**config.mk**
```make
export PLATFORM = sky130hd
export DESIGN_NAME = fe_twm_pipe
export DESIGN_NICKNAME = d
export VERILOG_FILES = /design/src/rtl/fe_twm_pkg.sv /design/src/rtl/fe_tw_rom.sv /design/src/rtl/rnd_sat.sv /design/src/rtl/fe_twm_pipe.sv
export SDC_FILE = /design/constraint.sdc
export NUM_CORES = 1
export LEC_CHECK = 0
export BUFFER_PORTS_ARGS = -buffer_cell sky130_fd_sc_hd__buf_2
export CAP_MARGIN = 20
export CORE_MARGIN = 5
export CORE_UTILIZATION = 69
export CTS_CLUSTER_SIZE = 14
export DETAILED_ROUTE_END_ITERATION = 8
export GPL_ROUTABILITY_DRIVEN = 0
export HOLD_SLACK_MARGIN = 0.15
export PLACE_DENSITY = 0.87
export SYNTH_ARGS = -nofsm -noshare
export SYNTH_HDL_FRONTEND = slang
export SYNTH_SLANG_ARGS = --single-unit
```
**constraint.sdc**
```tcl
create_clock -name clk -period 15 [get_ports clk]
set_clock_uncertainty 0.1 [all_clocks]
set_input_delay 0.75 -clock clk [delete_from_list [all_inputs] [get_ports clk]]
set_output_delay 0.75 -clock clk [all_outputs]
set_load 0.005 [all_outputs]
```
**src/rtl/fe_twm_pkg.sv**
```systemverilog
// Shared constants, twiddle tables and helper functions for the FE twiddle multiplier.
package fe_twm_pkg;

    localparam logic IDX_I = 1'b0;
    localparam logic IDX_Q = 1'b1;
    localparam int   CS_W  = 8;

    typedef struct packed {
        logic signed [CS_W:0] c;
        logic signed [CS_W:0] s;
    } cs_t;

    // {cos, sin} * 128 rounded, first quadrant, NS = 16
    function automatic logic [2*CS_W-1:0] rom16(input logic [1:0] off);
        case (off)
            2'd1:    return {8'd118, 8'd49};
            2'd2:    return {8'd91,  8'd91};
            2'd3:    return {8'd49,  8'd118};
            default: return {8'd127, 8'd0};
        endcase
    endfunction

    function automatic logic [2*CS_W-1:0] rom64(input logic [3:0] off);
        case (off)
            4'd1:    return {8'd127, 8'd13};
            4'd2:    return {8'd126, 8'd25};
            4'd3:    return {8'd122, 8'd37};
            4'd4:    return {8'd118, 8'd49};
            4'd5:    return {8'd113, 8'd60};
            4'd6:    return {8'd106, 8'd71};
            4'd7:    return {8'd99,  8'd81};
            4'd8:    return {8'd91,  8'd91};
            4'd9:    return {8'd81,  8'd99};
            4'd10:   return {8'd71,  8'd106};
            4'd11:   return {8'd60,  8'd113};
            4'd12:   return {8'd49,  8'd118};
            4'd13:   return {8'd37,  8'd122};
            4'd14:   return {8'd25,  8'd126};
            4'd15:   return {8'd13,  8'd127};
            default: return {8'd127, 8'd0};
        endcase
    endfunction

    // e = bitrev_lr(cnt / R) * (cnt % R) mod R*R, with R = 2^lr
    function automatic logic [5:0] tw_exp(input logic [5:0] cnt, input int lr);
        logic [5:0] hi, dig, rev, prod;
        hi  = cnt >> lr;
        dig = cnt & ((6'd1 << lr) - 6'd1);
        rev = '0;
        for (int b = 0; b < 3; b++)
            if (b < lr) rev[3'(lr - 1 - b)] = hi[3'(b)];
        prod = rev * dig;
        return prod & ((6'd1 << (2 * lr)) - 6'd1);
    endfunction

    function automatic cs_t rot_quad(input logic signed [CS_W-1:0] c,
                                     input logic signed [CS_W-1:0] s,
                                     input logic [1:0] q, input logic inv);
        cs_t r;
        logic signed [CS_W:0] ce, se;
        ce = {c[CS_W-1], c};
        se = {s[CS_W-1], s};
        case (q)
            2'd1:    begin r.c = -se; r.s = ce;  end
            2'd2:    begin r.c = -ce; r.s = -se; end
            2'd3:    begin r.c = se;  r.s = -ce; end
            default: begin r.c = ce;  r.s = se;  end
        endcase
        if (inv) r.s = -r.s;
        return r;
    endfunction

endpackage

```
**src/rtl/fe_tw_rom.sv**
```systemverilog
// Registered first-quadrant twiddle ROM: offset -> {cos, sin}, table chosen by NS.
module fe_tw_rom
    import fe_twm_pkg::*;
#(
    parameter int NS = 16,
    parameter int OW = 2
) (
    input  logic                   clk,
    input  logic                   i_en,
    input  logic [OW-1:0]          i_off,
    output logic signed [CS_W-1:0] o_c,
    output logic signed [CS_W-1:0] o_s
);
    logic [2*CS_W-1:0] w_word;

    always_comb begin
        w_word = (NS == 64) ? rom64(4'(i_off)) : rom16(i_off[1:0]);
    end

    always_ff @(posedge clk) begin
        if (i_en) begin
            o_c <= w_word[2*CS_W-1:CS_W];
            o_s <= w_word[CS_W-1:0];
        end
    end
endmodule

```
**src/rtl/rnd_sat.sv**
```systemverilog
// Fixed-point reduction: round (half-up, or half-away-from-zero when RND_INF) then symmetric saturate.
module rnd_sat #(
    parameter int NBW_IN  = 17,
    parameter int NBI_IN  = 3,
    parameter int NBW_OUT = 8,
    parameter int NBI_OUT = 1,
    parameter int RND_INF = 0
) (
    input  logic [NBW_IN-1:0]  i_data,
    output logic [NBW_OUT-1:0] o_data
);
    localparam int SH = (NBW_IN - NBI_IN) - (NBW_OUT - NBI_OUT);
    localparam int RW = NBW_IN + 1;
    localparam logic signed [RW-1:0] HALF = RW'(2 ** (SH - 1));
    localparam logic signed [RW-1:0] MAXV = RW'(2 ** (NBW_OUT - 1) - 1);
    localparam logic signed [RW-1:0] MINV = -MAXV;

    logic signed [RW-1:0] w_ext, w_bias, w_sum, w_sh;

    always_comb begin
        w_ext  = $signed({i_data[NBW_IN-1], i_data});
        w_bias = HALF;
        if (RND_INF != 0 && w_ext[RW-1]) w_bias = HALF - RW'(1);
        w_sum  = w_ext + w_bias;
        w_sh   = w_sum >>> SH;
        if (w_sh > MAXV)      o_data = MAXV[NBW_OUT-1:0];
        else if (w_sh < MINV) o_data = MINV[NBW_OUT-1:0];
        else                  o_data = w_sh[NBW_OUT-1:0];
    end
endmodule

```
**src/rtl/fe_twm_pipe.sv**
```systemverilog
// Runtime-indexed complex twiddle multiplier y = x * W_NS^e (or its conjugate),
// four stages: exponent capture, ROM read, multiply, round/saturate into the output register.
module fe_twm_pipe
    import fe_twm_pkg::*;
#(
    parameter int NS      = 16,
    parameter int NBW_IN  = 8,
    parameter int NBI_IN  = 1,
    parameter int NBW_OUT = 8,
    parameter int NBI_OUT = 1,
    parameter int NBW_CS  = 8,
    parameter int IDX_EXT = 0,
    parameter int RND_INF = 0
) (
    input  logic                      clk,
    input  logic                      rst,
    input  logic                      i_valid,
    output logic                      o_ready,
    input  logic                      i_sof,
    input  logic [$clog2(NS)-1:0]     i_idx,
    input  logic                      i_inv,
    input  logic [1:0][NBW_IN-1:0]    i_data,
    output logic                      o_valid,
    input  logic                      i_ready,
    output logic                      o_sof,
    output logic [1:0][NBW_OUT-1:0]   o_data
);
    localparam int EW      = $clog2(NS);
    localparam int LR      = EW / 2;
    localparam int OW      = EW - 2;
    localparam int NBW_P   = NBW_IN + NBW_CS + 1;
    localparam int NBI_P   = NBI_IN + 2;
    localparam int FRAC_CS = NBW_CS - 1;

    // Handshake: input transfers on i_valid & o_ready, output is consumed on o_valid & i_ready;
    // all stages advance together whenever the output register is empty or being drained.
    logic w_en, w_xfer;
    assign w_en    = ~o_valid | i_ready;
    assign o_ready = w_en;
    assign w_xfer  = i_valid & w_en;

    logic [EW-1:0] r_cnt, w_cnt_cur, w_e_cnt, w_e;
    assign w_cnt_cur = i_sof ? '0 : r_cnt;
    assign w_e_cnt   = EW'(tw_exp(6'(w_cnt_cur), LR));
    assign w_e       = (IDX_EXT != 0) ? i_idx : w_e_cnt;

    logic                   r1_valid, r2_valid, r3_valid;
    logic                   r1_sof, r2_sof, r3_sof, r1_inv, r2_inv, r2_byp;
    logic [1:0][NBW_IN-1:0] r1_x, r2_x;
    logic [EW-1:0]          r1_e;
    logic [1:0]             r2_q;
    logic [1:0][NBW_P-1:0]  r3_p;

    logic signed [CS_W-1:0]  w_rom_c, w_rom_s;
    cs_t                     w_cs;
    logic signed [NBW_P-1:0] w_xi, w_xq, w_ci, w_si, w_mul_i, w_mul_q, w_by_i, w_by_q;
    logic [NBW_OUT-1:0]      w_rs_i, w_rs_q;

    fe_tw_rom #(.NS(NS), .OW(OW)) u_rom (
        .clk(clk), .i_en(w_en), .i_off(r1_e[OW-1:0]), .o_c(w_rom_c), .o_s(w_rom_s)
    );

    assign w_cs    = rot_quad(w_rom_c, w_rom_s, r2_q, r2_inv);
    assign w_xi    = NBW_P'($signed(r2_x[IDX_I]));
    assign w_xq    = NBW_P'($signed(r2_x[IDX_Q]));
    assign w_ci    = NBW_P'($signed(w_cs.c));
    assign w_si    = NBW_P'($signed(w_cs.s));
    assign w_mul_i = w_xi * w_ci + w_xq * w_si;
    assign w_mul_q = w_xq * w_ci - w_xi * w_si;

    // Multiples of 90 degrees: swap/negate only, scaled to the product's binary point
    always_comb begin
        w_by_i = w_xi;
        w_by_q = w_xq;
        case (r2_q)
            2'd1:    begin w_by_i = r2_inv ? -w_xq : w_xq;  w_by_q = r2_inv ? w_xi : -w_xi; end
            2'd2:    begin w_by_i = -w_xi;                  w_by_q = -w_xq;                 end
            2'd3:    begin w_by_i = r2_inv ? w_xq : -w_xq;  w_by_q = r2_inv ? -w_xi : w_xi; end
            default: ;
        endcase
    end

    rnd_sat #(.NBW_IN(NBW_P), .NBI_IN(NBI_P), .NBW_OUT(NBW_OUT), .NBI_OUT(NBI_OUT),
              .RND_INF(RND_INF)) u_rs_i (.i_data(r3_p[IDX_I]), .o_data(w_rs_i));
    rnd_sat #(.NBW_IN(NBW_P), .NBI_IN(NBI_P), .NBW_OUT(NBW_OUT), .NBI_OUT(NBI_OUT),
              .RND_INF(RND_INF)) u_rs_q (.i_data(r3_p[IDX_Q]), .o_data(w_rs_q));

    always_ff @(posedge clk) begin
        if (rst) begin
            r_cnt    <= '0;
            r1_valid <= 1'b0;
            r2_valid <= 1'b0;
            r3_valid <= 1'b0;
            o_valid  <= 1'b0;
            o_sof    <= 1'b0;
            o_data   <= '0;
        end else if (w_en) begin
            if (w_xfer) r_cnt <= w_cnt_cur + 1'b1;
            r1_valid <= i_valid;
            r2_valid <= r1_valid;
            r3_valid <= r2_valid;
            o_valid  <= r3_valid;
            o_sof    <= r3_valid & r3_sof;
            if (r3_valid) begin
                o_data[IDX_I] <= w_rs_i;
                o_data[IDX_Q] <= w_rs_q;
            end
        end
    end

    always_ff @(posedge clk) begin
        if (w_en) begin
            r1_sof <= i_sof;
            r1_inv <= i_inv;
            r1_x   <= i_data;
            r1_e   <= w_e;
            r2_sof <= r1_sof;
            r2_inv <= r1_inv;
            r2_x   <= r1_x;
            r2_q   <= r1_e[EW-1:EW-2];
            r2_byp <= (r1_e[OW-1:0] == '0);
            r3_sof <= r2_sof;
            r3_p[IDX_I] <= r2_byp ? (w_by_i <<< FRAC_CS) : w_mul_i;
            r3_p[IDX_Q] <= r2_byp ? (w_by_q <<< FRAC_CS) : w_mul_q;
        end
    end
endmodule

```
==> After elaboration in Yosys (flattened, before gate mapping) <==
Index checks and enable logic that the tools add are counted.
{ "word_totals": {"n_memories": 0, "register_bits": 118, "ram_bits": 0, "latchBits": 0, "mem_bits_ro": 0} }
{ "op_classes": {"n_mux": 16, "n_addsub": 10, "bitwise": 4, "shift": 0, "n_reduce_logical": 3, "multipliers": 5, "div": 0, "magnitude_cmp": 4, "n_eq_ne": 6} }
{ "ops": {"columns": ["operator", "count"], "rows": [
  ["$mul 8x9->17", 4],
  ["$pmux 10 s3", 2],
  ["$pmux 18 s3", 1],
  ["$pmux 15 s3", 1],
  ["$mux 10", 4],
  ["$add 17x8->18 const B", 2],
  ["$mux 17", 2],
  ["$mux 8", 4],
  ["$gt 11x8->1 const B", 2],
  ["$lt 11x8->1 const B", 2],
  ["$neg 8->10", 2],
  ["$add 17x17->17", 1],
  ["$sub 17x17->17", 1],
  ["$mux 9", 1],
  ["$neg 7->9", 1],
  ["$neg 8->9", 1],
  ["$neg 9->9", 1],
  ["$eq 2x2->1 const B", 4],
  ["$add 4x1->4 const B", 1],
  ["$eq 2x1->1 const B", 2],
  ["$mul 2x2->4", 1],
  ["$mux 4", 1],
  ["$reduce_and 2->1", 2],
  ["$and 1x1->1", 2],
  ["other kinds (3)", 3]
]} }

==> Longest topological paths before layout <==
Gate-level depths: netlist of the first run.
{ "depth": {"depth_word": 7, "mapped_depth": 32, "depth_no_buf": 30} }

==> Modules after synthesis <==
A second synthesis of the first run with hierarchy kept.
{ "hier_totals": {"hier_cells": 1909, "hier_area_um2": 17723.2} }
{ "by_module_without_submodules": {"columns": ["mod", "area_each_um2", "instances", "cells_per_inst", "seq_area_each_um2"], "rows": [
  ["fe_twm_pipe", 16467.0, 1, 1771, 2842.7],
  ["rnd_sat", 362.8, 2, 51, 0.0],
  ["fe_tw_rom", 530.5, 1, 36, 330.3]
]} }

==> Least setup slack after synthesis of the first run <==
OpenSTA, ideal clock, no wires.
{ "synth_path": {"path_type": "register -> register", "startpoint": "register r2_q[0]", "endpoint": "register r3_p[33] (netlist name), data pin", "slack_ps": 6466, "stages_incl_launch_ff": 28, "synth_period_minus_slack_ps": 8534, "path_buffers": 4, "t_arrival_ps": 8290, "cell_sequence": "edfxtp_1 -> buf_2 -> buf_4 -> mux2i_1 -> clkbuf_1 -> ha_1 -> inv_1 -> or3_1 -> o21ai_0 -> xor2_1 -> clkbuf_1 -> nand2b_1 -> fa_1 -> fa_1 -> fa_1 -> fa_1 -> fa_1 -> inv_1 -> fa_1 -> inv_1 -> ha_1 -> a21o_1 -> a41oi_2 -> o221ai_1 -> and4_1 -> a2111oi_0 -> xnor3_1 -> o21ai_1"} }
{ "synth_between": {"elab_chain_len": 7, "word_cells_on_any_way": 11, "classes_between": "add/sub: 2; mul: 2; eq/ne: 3; mux: 4"} }
{ "synth_rtl": {"columns": ["element", "line", "text"], "rows": [
  ["from (decl)", "fe_twm_pipe.sv:51", "logic [1:0] r2_q;"],
  ["from (signal assigned)", "fe_twm_pipe.sv:120", "r2_q <= r1_e[EW-1:EW-2];"],
  ["$eq 2x2->1 or $eq 2x1->1 (tied branches)", "fe_twm_pkg.sv:63, fe_twm_pipe.sv:75", null],
  ["$pmux 18 s3", "fe_twm_pkg.sv:63", "case (q)"],
  ["$neg 9->9", "fe_twm_pkg.sv:69", "if (inv) r.s = -r.s;"],
  ["$mux 9", "fe_twm_pkg.sv:69", null],
  ["$mul 8x9->17", "fe_twm_pipe.sv:69", "assign w_mul_q = w_xq * w_ci - w_xi * w_si;"],
  ["$sub 17x17->17", "fe_twm_pipe.sv:69", null],
  ["$mux 17 (*)", "fe_twm_pipe.sv:124", "r3_p[IDX_Q] <= r2_byp ? (w_by_q <<< FRAC_CS) : w_mul_q;"],
  ["to (signal, indexed assignment)", "fe_twm_pipe.sv:123", "r3_p[IDX_I] <= r2_byp ? (w_by_i <<< FRAC_CS) : w_mul_i;"],
  ["to (signal, indexed assignment)", "fe_twm_pipe.sv:124", null],
  ["to (decl)", "fe_twm_pipe.sv:52", "logic [1:0][NBW_P-1:0] r3_p;"]
]} }
Every way passes the cells marked *; elsewhere a longest branch is shown, timed or not.
A chain may end at the register's enable or synchronous reset.

==> Final worst setup path of the first run <==
{ "layout_path": {"startpoint": "register u_rom.o_s[1]", "endpoint": "register r3_p[33] (netlist name), data pin"} }
{ "layout_between": {"elab_chain_len": 7, "word_cells_on_any_way": 8, "classes_between": "add/sub: 3; mul: 2; mux: 3"} }
{ "layout_rtl": {"columns": ["element", "line", "text"], "rows": [
  ["from (decl)", "fe_tw_rom.sv:12", "output logic signed [CS_W-1:0] o_s"],
  ["from (signal assigned)", "fe_tw_rom.sv:23", "o_s <= w_word[CS_W-1:0];"],
  ["$neg 8->9", "fe_twm_pkg.sv:64, fe_twm_pkg.sv:65", null],
  ["$pmux 18 s3 (*)", "fe_twm_pkg.sv:63", null],
  ["$neg 9->9", "fe_twm_pkg.sv:69", null],
  ["$mux 9", "fe_twm_pkg.sv:69", null],
  ["$mul 8x9->17", "fe_twm_pipe.sv:69", null],
  ["$sub 17x17->17 (*)", "fe_twm_pipe.sv:69", null],
  ["$mux 17 (*)", "fe_twm_pipe.sv:124", null]
]} }
Marked as above.

==> impl_summary.txt, run 1 <==
----------------------------------------------------
[Outcome]
  Outcome ... complete, no violations

[Drt]
  Post-DR wirelength/cell ... 18.6 um
  Number of violations reported at the end of detailed-routing iteration 0 ... 1060
  Average via count per standard cell ... 5.84
  Iteration count of the initial detailed-routing pass ... 7
  Wire length reported by the detailed router ... 38.7 mm
  Detail Route Antenna Nets ... 0
  Overall via count from detail_route ... 12190
  DRC ... 0

[Timing]
  Pin slew with the least headroom to its limit ... 1.13 ns
  Unrepaired setup endpoints after global routing ... no
  Post-layout minimum cycle time ... 9.65 ns
  Accumulated negative setup slack ... 0 ns
  Rel. slew slack ... 0.244
  Number of setup violations in the final report ... 0
  Highest Clock Rate ... 104 MHz
  Least setup slack across all paths after layout ... 5.35 ns
  Hold violation count in the final report ... 0
  Final Slew Violations ... 0
  Period Utilization, post-route ... 0.644

[Min path]
  Worst hold path startpoint ... r1_x[7]$_DFFE_PN_
  WHS Path Cells ... 0
  Classification of the worst-slack hold path ... reg -> reg
  Hold path endpoint ... r2_x[7]$_DFFE_PN_

[GRT]
  Pin count of the biggest net entering global routing ... 72
  Via count of the first global-routing pass ... 12918
  GRT Overall Usage ... 0.301
  Overflow left after global routing ... 0
  Initial antenna violation count ... 1
  First-pass GRT wire length ... 64.0 mm

[Setup path]
  Slowest cell on crit path ... sky130_fd_sc_hd__edfxtp_1
  Worst EP required ... 15.06 ns
  Sort of element at the start of the critical path ... flop
  Crit Path Class ... reg -> reg
  CP peak stage delay ... 0.61 ns
  RR Startpoint ... u_rom.o_s[1]$_DFFE_PN_
  Critical path capture point type ... flop
  Worst path buffer plus inverter count ... 6
  Critical R2R Capture ... r3_p[33]$_DFFE_PN_
  Maximum fanout along the worst path ... 17
  Critical path's top delay family ... adder cells
  Depth of the worst register-to-register path ... 27
  Endpoint arrival time on the critical path ... 9.72 ns
  Flop2flop setup slack ... 5.35 ns

[Final layout]
  Final Net Count ... 2202
  Area grow syn2layout ... 4.94%
  Finished Cell Area ... 17400 um^2
  Antenna Cells ... 0
  Fraction of layout instances using a drive strength above 1 ... 0.0588
  FILL cells ... 1630

[Synth]
  Net Count, Synth ... 2197
  Number of storage elements in the synthesis netlist ... 102
  EDFF count, synth ... 77
  Part of the Yosys area used for sequential elements ... 0.170
  Fraction of registers with async set or reset after synthesis ... 0
  Ys Warns ... 0
  Unique masters post-synth ... 66
  Top FF cell, synth ... sky130_fd_sc_hd__edfxtp_1
  Avg Synthesized Cell Area ... 9.43 um^2
  Number of instances in the synthesized netlist ... 1759
  Netlist Area Pre-Place ... 16600 um^2

[Floorplan]
  Die height ... 165 um
  Floorplan die area ... 27200 um^2
  Overall die width ... 165 um
  # IOs ... 45
  Initial cell density of the core ... 0.705
  Number of standard-cell rows in the floorplan ... 56
  Core outline area ... 23500 um^2

[Placement]
  Port-buffer cells ... 40
  Post-Place Setup Slack ... 5.51 ns
  Post-detail-place hpwl ... 29.4 mm
  Area after DPL ... 17100 um^2

[CTS]
  Clock slew at the register clock pins of the worst setup and hold paths ... 0.07 ns
  Number of buffers inserted during clock tree synthesis ... 9
  Post CTS Setup Buffer Count ... 0
  Worst-Skew Late Latency ... 0.34 ns
  CTS Root Buffer Type ... sky130_fd_sc_hd__clkbuf_16
  Post-cts gate resize count ... 0
  Buffers from clock root to sink, at most ... 2
  Clock tree from TritonCTS ... yes
  Quantity of hold-fixing buffers added after cts ... 0
  Htree depth ... 3
  Number of sinks driven by the clock tree ... 102

[Job]
  Reported max-cap violation count ... 0

----------------------------------------------------
-- routing by layer --
metal	global-route usage	routed length, um	vias to the layer above
met4	0.139	2340	0
met2	0.504	18800	606
met3	0.0519	3490	146
met1	0.385	14100	6034
li1	-	-	5404
met5	0	0	-
-- placed cells by master, fill, tap and decap left out, types with 56 or more instances in the layout --
cell type and n:
sky130_fd_sc_hd__and2_1 91, sky130_fd_sc_hd__edfxtp_1 77, sky130_fd_sc_hd__fa_1 288, sky130_fd_sc_hd__ha_1 124, sky130_fd_sc_hd__inv_1 365, sky130_fd_sc_hd__nand2_1 169
sky130_fd_sc_hd__nor2_1 97, sky130_fd_sc_hd__nor2b_1 56, sky130_fd_sc_hd__xnor2_1 71
-- per-stage QoR --
| stage | hold slack, ns | utilization | std cells |
|---|---|---|---|
| after floorplan | 0.300 | - | 1759 |
| after global placement | 0.301 | 0.726 | 2071 |
| after detailed placement | 0.305 | 0.726 | 2071 |
| after CTS | 0.321 | 0.738 | 2087 |
| after global routing | 0.326 | 0.740 | 2088 |
| final | 0.320 | 0.740 | 2088 |
-- flip-flops by register name, indices dropped and copies added, names as in the netlist, 2 cells and up --
signal	cells
r1_e	4
r2_q	2
u_rom.o_c	5
r1_x	16
r3_p	22
r_cnt	4
o_data	16
u_rom.o_s	6
r2_x	16
-- layout make-up --
type                       count  area, um^2  area share
sequential                   102        2810       0.162
tap                          319         399      0.0229
timing repair buffer          68         430      0.0247
multi-input combinational   1214       12100       0.695
clock inverter                 6        55.1     0.00316
inverter                     369        1390      0.0796
clock buffer                  10         229      0.0132
-- Yosys cell counts, types with 3 or more instances --
| cell | count | share of area |
|---|---|---|
| sky130_fd_sc_hd__nand2_1 | 169 | 0.038 |
| sky130_fd_sc_hd__nand4_1 | 3 | 0.0011 |
| sky130_fd_sc_hd__a31oi_1 | 6 | 0.0023 |
| sky130_fd_sc_hd__ha_1 | 124 | 0.094 |
| sky130_fd_sc_hd__nand2b_1 | 31 | 0.012 |
| sky130_fd_sc_hd__edfxtp_1 | 77 | 0.14 |
| sky130_fd_sc_hd__o21ai_1 | 3 | 0.00090 |
| sky130_fd_sc_hd__xor2_1 | 40 | 0.021 |
| sky130_fd_sc_hd__inv_1 | 366 | 0.083 |
| sky130_fd_sc_hd__a21o_1 | 9 | 0.0041 |
| sky130_fd_sc_hd__o21bai_1 | 4 | 0.0018 |
| sky130_fd_sc_hd__nor4_1 | 7 | 0.0026 |
| sky130_fd_sc_hd__xnor2_1 | 72 | 0.038 |
| sky130_fd_sc_hd__mux2i_1 | 9 | 0.0054 |
| sky130_fd_sc_hd__nor3_1 | 14 | 0.0042 |
| sky130_fd_sc_hd__o311ai_0 | 6 | 0.0032 |
| sky130_fd_sc_hd__nor2b_1 | 56 | 0.021 |
| sky130_fd_sc_hd__nor2_1 | 97 | 0.022 |
| sky130_fd_sc_hd__o21ai_0 | 38 | 0.011 |
| sky130_fd_sc_hd__and2_1 | 91 | 0.034 |
| sky130_fd_sc_hd__o21a_1 | 3 | 0.0014 |
| sky130_fd_sc_hd__nand3_1 | 18 | 0.0054 |
| sky130_fd_sc_hd__dfxtp_1 | 25 | 0.030 |
| sky130_fd_sc_hd__or2_2 | 7 | 0.0026 |
| sky130_fd_sc_hd__nor3b_1 | 3 | 0.0014 |
| sky130_fd_sc_hd__o31ai_1 | 4 | 0.0018 |
| sky130_fd_sc_hd__clkinv_1 | 3 | 0.00068 |
| sky130_fd_sc_hd__clkbuf_1 | 63 | 0.014 |
| sky130_fd_sc_hd__a21oi_1 | 34 | 0.010 |
| sky130_fd_sc_hd__or3_1 | 14 | 0.0053 |
| sky130_fd_sc_hd__a41oi_1 | 3 | 0.0016 |
| sky130_fd_sc_hd__and3_1 | 3 | 0.0011 |
| sky130_fd_sc_hd__a211oi_1 | 9 | 0.0041 |
| sky130_fd_sc_hd__fa_1 | 288 | 0.35 |
| sky130_fd_sc_hd__buf_2 | 5 | 0.0015 |
| sky130_fd_sc_hd__o211ai_1 | 19 | 0.0086 |
-- worst reg2reg max path, delay by kind of cell, from the launching register on --
kind,cells,cell delay (ns)
fa+ha+maj,9,3.86
compound gates,7,2.35
simple gates,3,1.07
flops,1,0.61
xor+xnor,1,0.58
mux,1,0.49
buf+inv,6,0.43
-- worst max-delay path by stage --
stage                      startpoint                  to  cells past startpoint
6_report       u_rom.o_s[1]$_DFFE_PN_  r3_p[33]$_DFFE_PN_                     27
5_1_grt        u_rom.o_s[1]$_DFFE_PN_  r3_p[33]$_DFFE_PN_                     27
4_1_cts        u_rom.o_s[1]$_DFFE_PN_  r3_p[33]$_DFFE_PN_                     27
3_5_place_dp   u_rom.o_s[1]$_DFFE_PN_  r3_p[33]$_DFFE_PN_                     27
3_3_place_gp   u_rom.o_s[1]$_DFFE_PN_  r3_p[33]$_DFFE_PN_                     27
2_1_floorplan       r2_q[0]$_DFFE_PN_  r3_p[33]$_DFFE_PN_                     27
-- cells by family (layout without fill, tap and decap cells) --
| logic type | Yosys count | count (layout) | share of synthesized area |
|---|---|---|---|
| mux | 13 | 13 | 0.00973 |
| simple gates | 523 | 523 | 0.157 |
| buf+inv | 443 | 453 | 0.102 |
| compound gates | 153 | 153 | 0.0603 |
| flops | 102 | 102 | 0.170 |
| xor+xnor | 113 | 113 | 0.0605 |
| fa+ha+maj | 412 | 412 | 0.441 |
Power of run 1 is not shown: default switching activity piles up to over one toggle a cycle in this logic, so the estimate is an artifact.
==> inputs of run 2 (changes only) <==
Settings changed: CORE_UTILIZATION 69 to 59, PLACE_DENSITY 0.87 to 0.79.
Clock period 15 ns to 7.8 ns, I/O delays scaled along.
==> run 2 against run 1 <==
- the flow now finishes with violations (setup timing)
- hold slack lost 0.12 ns
- count of clock-buffer cells in the layout grew 2
- register-to-register slack got worse by 5.4 ns
- sequential share of layout area is 1.4 points lower
==> impl_summary.txt, run 2 (synthesis results as in run 1) <==
----------------------------------------------------
[Outcome]
  Outcome ... finished, violations left
  Violations in the final reports ... setup timing

[GRT]
  Pin count of the biggest net entering global routing ... 79
  Via count of the first global-routing pass ... 13504
  GRT Overall Usage ... 0.279
  First-pass GRT wire length ... 69.3 mm
  Overflow left after global routing ... 0
  Initial antenna violation count ... 0

[Drt]
  Wire length reported by the detailed router ... 43.3 mm
  Post-DR wirelength/cell ... 19.1 um
  Number of violations reported at the end of detailed-routing iteration 0 ... 1125
  Iteration count of the initial detailed-routing pass ... 8
  Overall via count from detail_route ... 12808
  Average via count per standard cell ... 5.65
  DRC ... 0
  Detail Route Antenna Nets ... 0

[Floorplan]
  Die height ... 178 um
  Initial cell density of the core ... 0.597
  # IOs ... 45
  Number of standard-cell rows in the floorplan ... 61
  Core outline area ... 27800 um^2
  Floorplan die area ... 31600 um^2
  Overall die width ... 178 um

[CTS]
  Worst-Skew Late Latency ... 0.36 ns
  CTS Root Buffer Type ... sky130_fd_sc_hd__clkbuf_16
  Number of sinks driven by the clock tree ... 102
  Clock tree from TritonCTS ... yes
  Number of buffers inserted during clock tree synthesis ... 9
  Htree depth ... 3
  Clock slew at the register clock pins of the worst setup and hold paths ... 0.08 ns
  Buffers from clock root to sink, at most ... 2

[Setup path]
  Worst path buffer plus inverter count ... 9
  CP peak stage delay ... 0.59 ns
  Maximum fanout along the worst path ... 5
  Flop2flop setup slack ... -0.04 ns
  Critical path's top delay family ... adder cells
  Cell repeated most along the worst path ... sky130_fd_sc_hd__fa_1
  Crit Path Class ... reg -> reg
  Endpoint arrival time on the critical path ... 7.83 ns
  Sort of element at the start of the critical path ... flop
  Worst EP required ... 7.78 ns
  Slowest cell on crit path ... sky130_fd_sc_hd__fa_1
  Critical path capture point type ... flop

[Placement]
  Port-buffer cells ... 40
  Post-detail-place hpwl ... 31.8 mm

[Final layout]
  Register name with the most flops ... r3_p
  Area grow syn2layout ... 14.6%
  Area occupied by registers ... 2810 um^2
  Antenna Cells ... 0
  Final Net Count ... 2322
  Max reg flops ... 22
  Most common cell after layout, fill and taps aside ... sky130_fd_sc_hd__inv_1
  Most frequent cells in the layout ... 349 x sky130_fd_sc_hd__inv_1, 281 x sky130_fd_sc_hd__fa_1, 167 x sky130_fd_sc_hd__nand2_1
  Final core utilization ... 0.684
  FILL cells ... 2026
  Fraction of layout instances using a drive strength above 1 ... 0.156
  Combined area of the multi-input logic cells ... 12600 um^2

[Timing]
  Post-layout minimum cycle time ... 7.84 ns
  Unrepaired setup endpoints after global routing ... yes
  Pin slew with the least headroom to its limit ... 1.10 ns
  Highest Clock Rate ... 127 MHz
  Hold violation count in the final report ... 0
  Period Utilization, post-route ... 1.01
  Rel. slew slack ... 0.267
  Worst hold slack across all endpoints ... 0.204 ns
  Least setup slack across all paths after layout ... -0.0445 ns
  Number of setup violations in the final report ... 2
  Final Slew Violations ... 0

[Job]
  Reported max-cap violation count ... 0

[Min path]
  Classification of the worst-slack hold path ... in -> reg

----------------------------------------------------
## run 2: what timing repair did
item                       4_1_cts  5_1_grt
pin swaps                       17      101
setup endpoints to repair        9       14
hold endpoints to repair        17        0
gates resized for setup         11       98
buffers inserted                 6       16
hold buffers                    17        0
## run 2: worst paths after layout
check                          from            endpoint  cells after the start
min                           i_sof    r1_sof$_DFFE_PN_                      1
max reg2reg  u_rom.o_c[0]$_DFFE_PN_  r3_p[16]$_DFFE_PN_                     29
min reg2reg       r1_x[2]$_DFFE_PN_   r2_x[2]$_DFFE_PN_                      0
max          u_rom.o_c[0]$_DFFE_PN_  r3_p[16]$_DFFE_PN_                     29
## run 2: layer usage
metal  track usage  routed length, um  vias up
met3        0.0464               3540      164
met1         0.368              16400     6394
met5             0                  0        -
met4         0.119               2330        0
met2         0.460              21000      609
li1              -                  -     5641
## run 2: through the flow
step / instance area, um^2 / setup slack [ns] / setup TNS [ns] / instances
3_3_place_gp: 17900 / 0.00144 / 0 / 2215
5_1_grt: 19000 / -0.290 / -2.28 / 2267
6_report: 19000 / -0.0445 / -0.0453 / 2267
4_1_cts: 18500 / 0.0106 / 0 / 2253
2_1_floorplan: 16700 / 0.0177 / 0 / 1759
3_5_place_dp: 17900 / -0.154 / -0.566 / 2215
## run 2: layout make-up
type,count,share of cell area
multi-input combinational,1214,0.663
sequential,102,0.148
timing repair buffer,188,0.0748
inverter,369,0.0729
tap,378,0.0249
clock buffer,12,0.0147
clock inverter,4,0.00178
## run 2: worst reg2reg max path, delay by kind of cell, from the launching register on
kind            cells  cell delay [ns]
compound gates      7             1.18
xor+xnor            1             0.14
fa+ha+maj           9             3.63
buf+inv             9             0.96
flops               1             0.45
mux                 1             0.51
simple gates        2             0.58
Power of run 2 is left out for the same reason.
==> inputs of run 3 (changes only) <==
Settings changed: GPL_TIMING_DRIVEN set to 0.
==> run 3 against run 2 <==
- the run still ends with setup timing left
- hold slack gained 0.011 ns
- count of clock-buffer cells in the layout is the same
- sequential share of layout area shrank 0.13 points
- non-clock buffer count grew 8
- register-to-register slack lost 0.10 ns
- first-iteration DRC count grew 8.5%
- final area grew 0.90%
- critical path depth shrank 2
- maximum frequency shrank 1.3%
- critical endpoint is now r3_p[15]$_DFFE_PN_
==> impl_summary.txt, run 3 (synthesis results as in run 1) <==
----------------------------------------------------
[Job]
  Reported max-cap violation count ... 0

[Timing]
  Least setup slack across all paths after layout ... -0.149 ns
  Pin slew with the least headroom to its limit ... 0.974 ns
  Unrepaired setup endpoints after global routing ... yes
  Hold violation count in the final report ... 0
  Number of setup violations in the final report ... 6
  Post-layout minimum cycle time ... 7.95 ns
  Final Slew Violations ... 0
  Period Utilization, post-route ... 1.02
  Rel. slew slack ... 0.351
  Highest Clock Rate ... 126 MHz

[CTS]
  Htree depth ... 3
  Clock tree from TritonCTS ... yes
  Buffers from clock root to sink, at most ... 2
  CTS Root Buffer Type ... sky130_fd_sc_hd__clkbuf_16
  Number of buffers inserted during clock tree synthesis ... 9
  Clock slew at the register clock pins of the worst setup and hold paths ... 0.07 ns
  Number of sinks driven by the clock tree ... 102
  Worst-Skew Late Latency ... 0.34 ns

[Drt]
  DRC ... 0
  Met3 wire length ... 4.27 mm
  Iteration count of the initial detailed-routing pass ... 5
  Average via count per standard cell ... 5.64
  Number of violations reported at the end of detailed-routing iteration 0 ... 1221
  Wire length reported by the detailed router ... 44.0 mm
  Overall via count from detail_route ... 12844
  Routed length on met2 ... 21.0 mm
  Highest Signal Layer ... met4
  Detail Route Antenna Nets ... 0
  Post-DR wirelength/cell ... 19.3 um
  DRT met1 WL ... 15.6 mm

[Floorplan]
  Overall die width ... 178 um
  Number of standard-cell rows in the floorplan ... 61
  Initial cell density of the core ... 0.597
  Floorplan die area ... 31600 um^2
  Die height ... 178 um
  # IOs ... 45
  Core outline area ... 27800 um^2

[GRT]
  Initial antenna violation count ... 0
  Overflow left after global routing ... 0
  Pin count of the biggest net entering global routing ... 81
  First-pass GRT wire length ... 68.8 mm
  Via count of the first global-routing pass ... 13322
  GRT Overall Usage ... 0.281

[Final layout]
  Area grow syn2layout ... 15.6%
  Most frequent cells in the layout ... 350 x sky130_fd_sc_hd__inv_1, 280 x sky130_fd_sc_hd__fa_1, 163 x sky130_fd_sc_hd__nand2_1
  Finished Cell Area ... 19200 um^2
  Fraction of layout instances using a drive strength above 1 ... 0.142
  Final core utilization ... 0.691
  Max reg flops ... 22
  Most common cell after layout, fill and taps aside ... sky130_fd_sc_hd__inv_1
  Final Net Count ... 2330
  Register name with the most flops ... r3_p

[Setup path]
  Sort of element at the start of the critical path ... flop
  Maximum fanout along the worst path ... 6
  Crit Path Class ... reg -> reg
  Critical path capture point type ... flop
  Flop2flop setup slack ... -0.15 ns
  Worst EP required ... 7.77 ns
  Endpoint arrival time on the critical path ... 7.92 ns

[Placement]
  Area after DPL ... 17400 um^2
  Post-detail-place hpwl ... 32.7 mm
  Port-buffer cells ... 39

[Min path]
  Classification of the worst-slack hold path ... in -> reg

[Outcome]
  Violations in the final reports ... setup timing
  Outcome ... finished, violations left

----------------------------------------------------
## run 3: changes by cell type in the layout (fill, tap and decap cells not counted), moves of 4 or more
cell and change:
sky130_fd_sc_hd__clkbuf_1 +50, sky130_fd_sc_hd__xor2_4 +4, sky130_fd_sc_hd__ha_1 +4, sky130_fd_sc_hd__xnor2_1 -4, sky130_fd_sc_hd__ha_4 -4, sky130_fd_sc_hd__clkbuf_2 +5
sky130_fd_sc_hd__buf_4 -63, sky130_fd_sc_hd__buf_6 +9, sky130_fd_sc_hd__nand2_1 -4
## run 3: final timing paths
check                                     endpoint  cells past startpoint              startpoint
worst max-delay path            r3_p[15]$_DFFE_PN_                     27  u_rom.o_s[2]$_DFFE_PN_
worst min-delay path              r1_sof$_DFFE_PN_                      1                   i_sof
worst max register to register  r3_p[15]$_DFFE_PN_                     27  u_rom.o_s[2]$_DFFE_PN_
worst min register to register   r2_x[9]$_DFFE_PN_                      0       r1_x[9]$_DFFE_PN_
## run 3: critical path, cell delays in order, from the launching register on
cell and delay [ns]:
sky130_fd_sc_hd__edfxtp_1 0.43, sky130_fd_sc_hd__buf_6 0.16, sky130_fd_sc_hd__or4_4 0.56, sky130_fd_sc_hd__a22oi_2 0.15, sky130_fd_sc_hd__nand3b_1 0.21, sky130_fd_sc_hd__nor3_4 0.40
sky130_fd_sc_hd__a41o_1 0.33, sky130_fd_sc_hd__xnor2_4 0.19, sky130_fd_sc_hd__buf_6 0.18, sky130_fd_sc_hd__nand2_2 0.06, sky130_fd_sc_hd__fa_1 0.48, sky130_fd_sc_hd__fa_2 0.56
sky130_fd_sc_hd__inv_2 0.04, sky130_fd_sc_hd__fa_1 0.57, sky130_fd_sc_hd__fa_1 0.44, sky130_fd_sc_hd__fa_1 0.51, sky130_fd_sc_hd__inv_2 0.04, sky130_fd_sc_hd__fa_1 0.54
sky130_fd_sc_hd__inv_2 0.05, sky130_fd_sc_hd__ha_4 0.22, sky130_fd_sc_hd__a21o_1 0.20, sky130_fd_sc_hd__a21oi_2 0.17, sky130_fd_sc_hd__o31a_1 0.23, sky130_fd_sc_hd__o211ai_1 0.11
sky130_fd_sc_hd__buf_4 0.18, sky130_fd_sc_hd__a31oi_4 0.19, sky130_fd_sc_hd__xor2_4 0.25, sky130_fd_sc_hd__o21ai_2 0.12
## run 3: repair_timing
| action | CTS | global route |
|---|---|---|
| setup buffers | 41 | 24 |
| gates resized for setup | 116 | 67 |
| cloned | 0 | 0 |
| pin swaps | 62 | 56 |
| hold buffers | 17 | 0 |
| hold endpoints to repair | 17 | 0 |
| setup endpoints to repair | 19 | 16 |
## run 3: routing by layer
layer  vias up  global-route usage
li1       5673                   -
met1      6285               0.360
met2       705               0.443
met3       181              0.0656
met4         0               0.160
met5         -                   0
## run 3: metrics by stage
stage          TNS [ns]  setup WS (ns)  cells  hold slack (ns)
4_1_cts               0       0.000121   2252            0.202
5_1_grt           -2.15         -0.299   2274            0.189
3_3_place_gp     -12.68          -1.15   2176            0.300
2_1_floorplan         0         0.0177   1759            0.300
3_5_place_dp     -14.59          -1.22   2180            0.305
6_report         -0.708         -0.149   2276            0.215
## run 3: area by class of cell
cell class              count  area (um^2)
multi-input cells        1214        12900
fillers                  2077         8600
flip-flops and latches    102         2810
inverters                 369         1400
repair buffers            124          947
well taps                 378          473
plain buffers              72          384
clock buffers              12          268
clock inverters             3         23.8
diodes                      2         5.00
Power of run 3 is left out for the same reason.
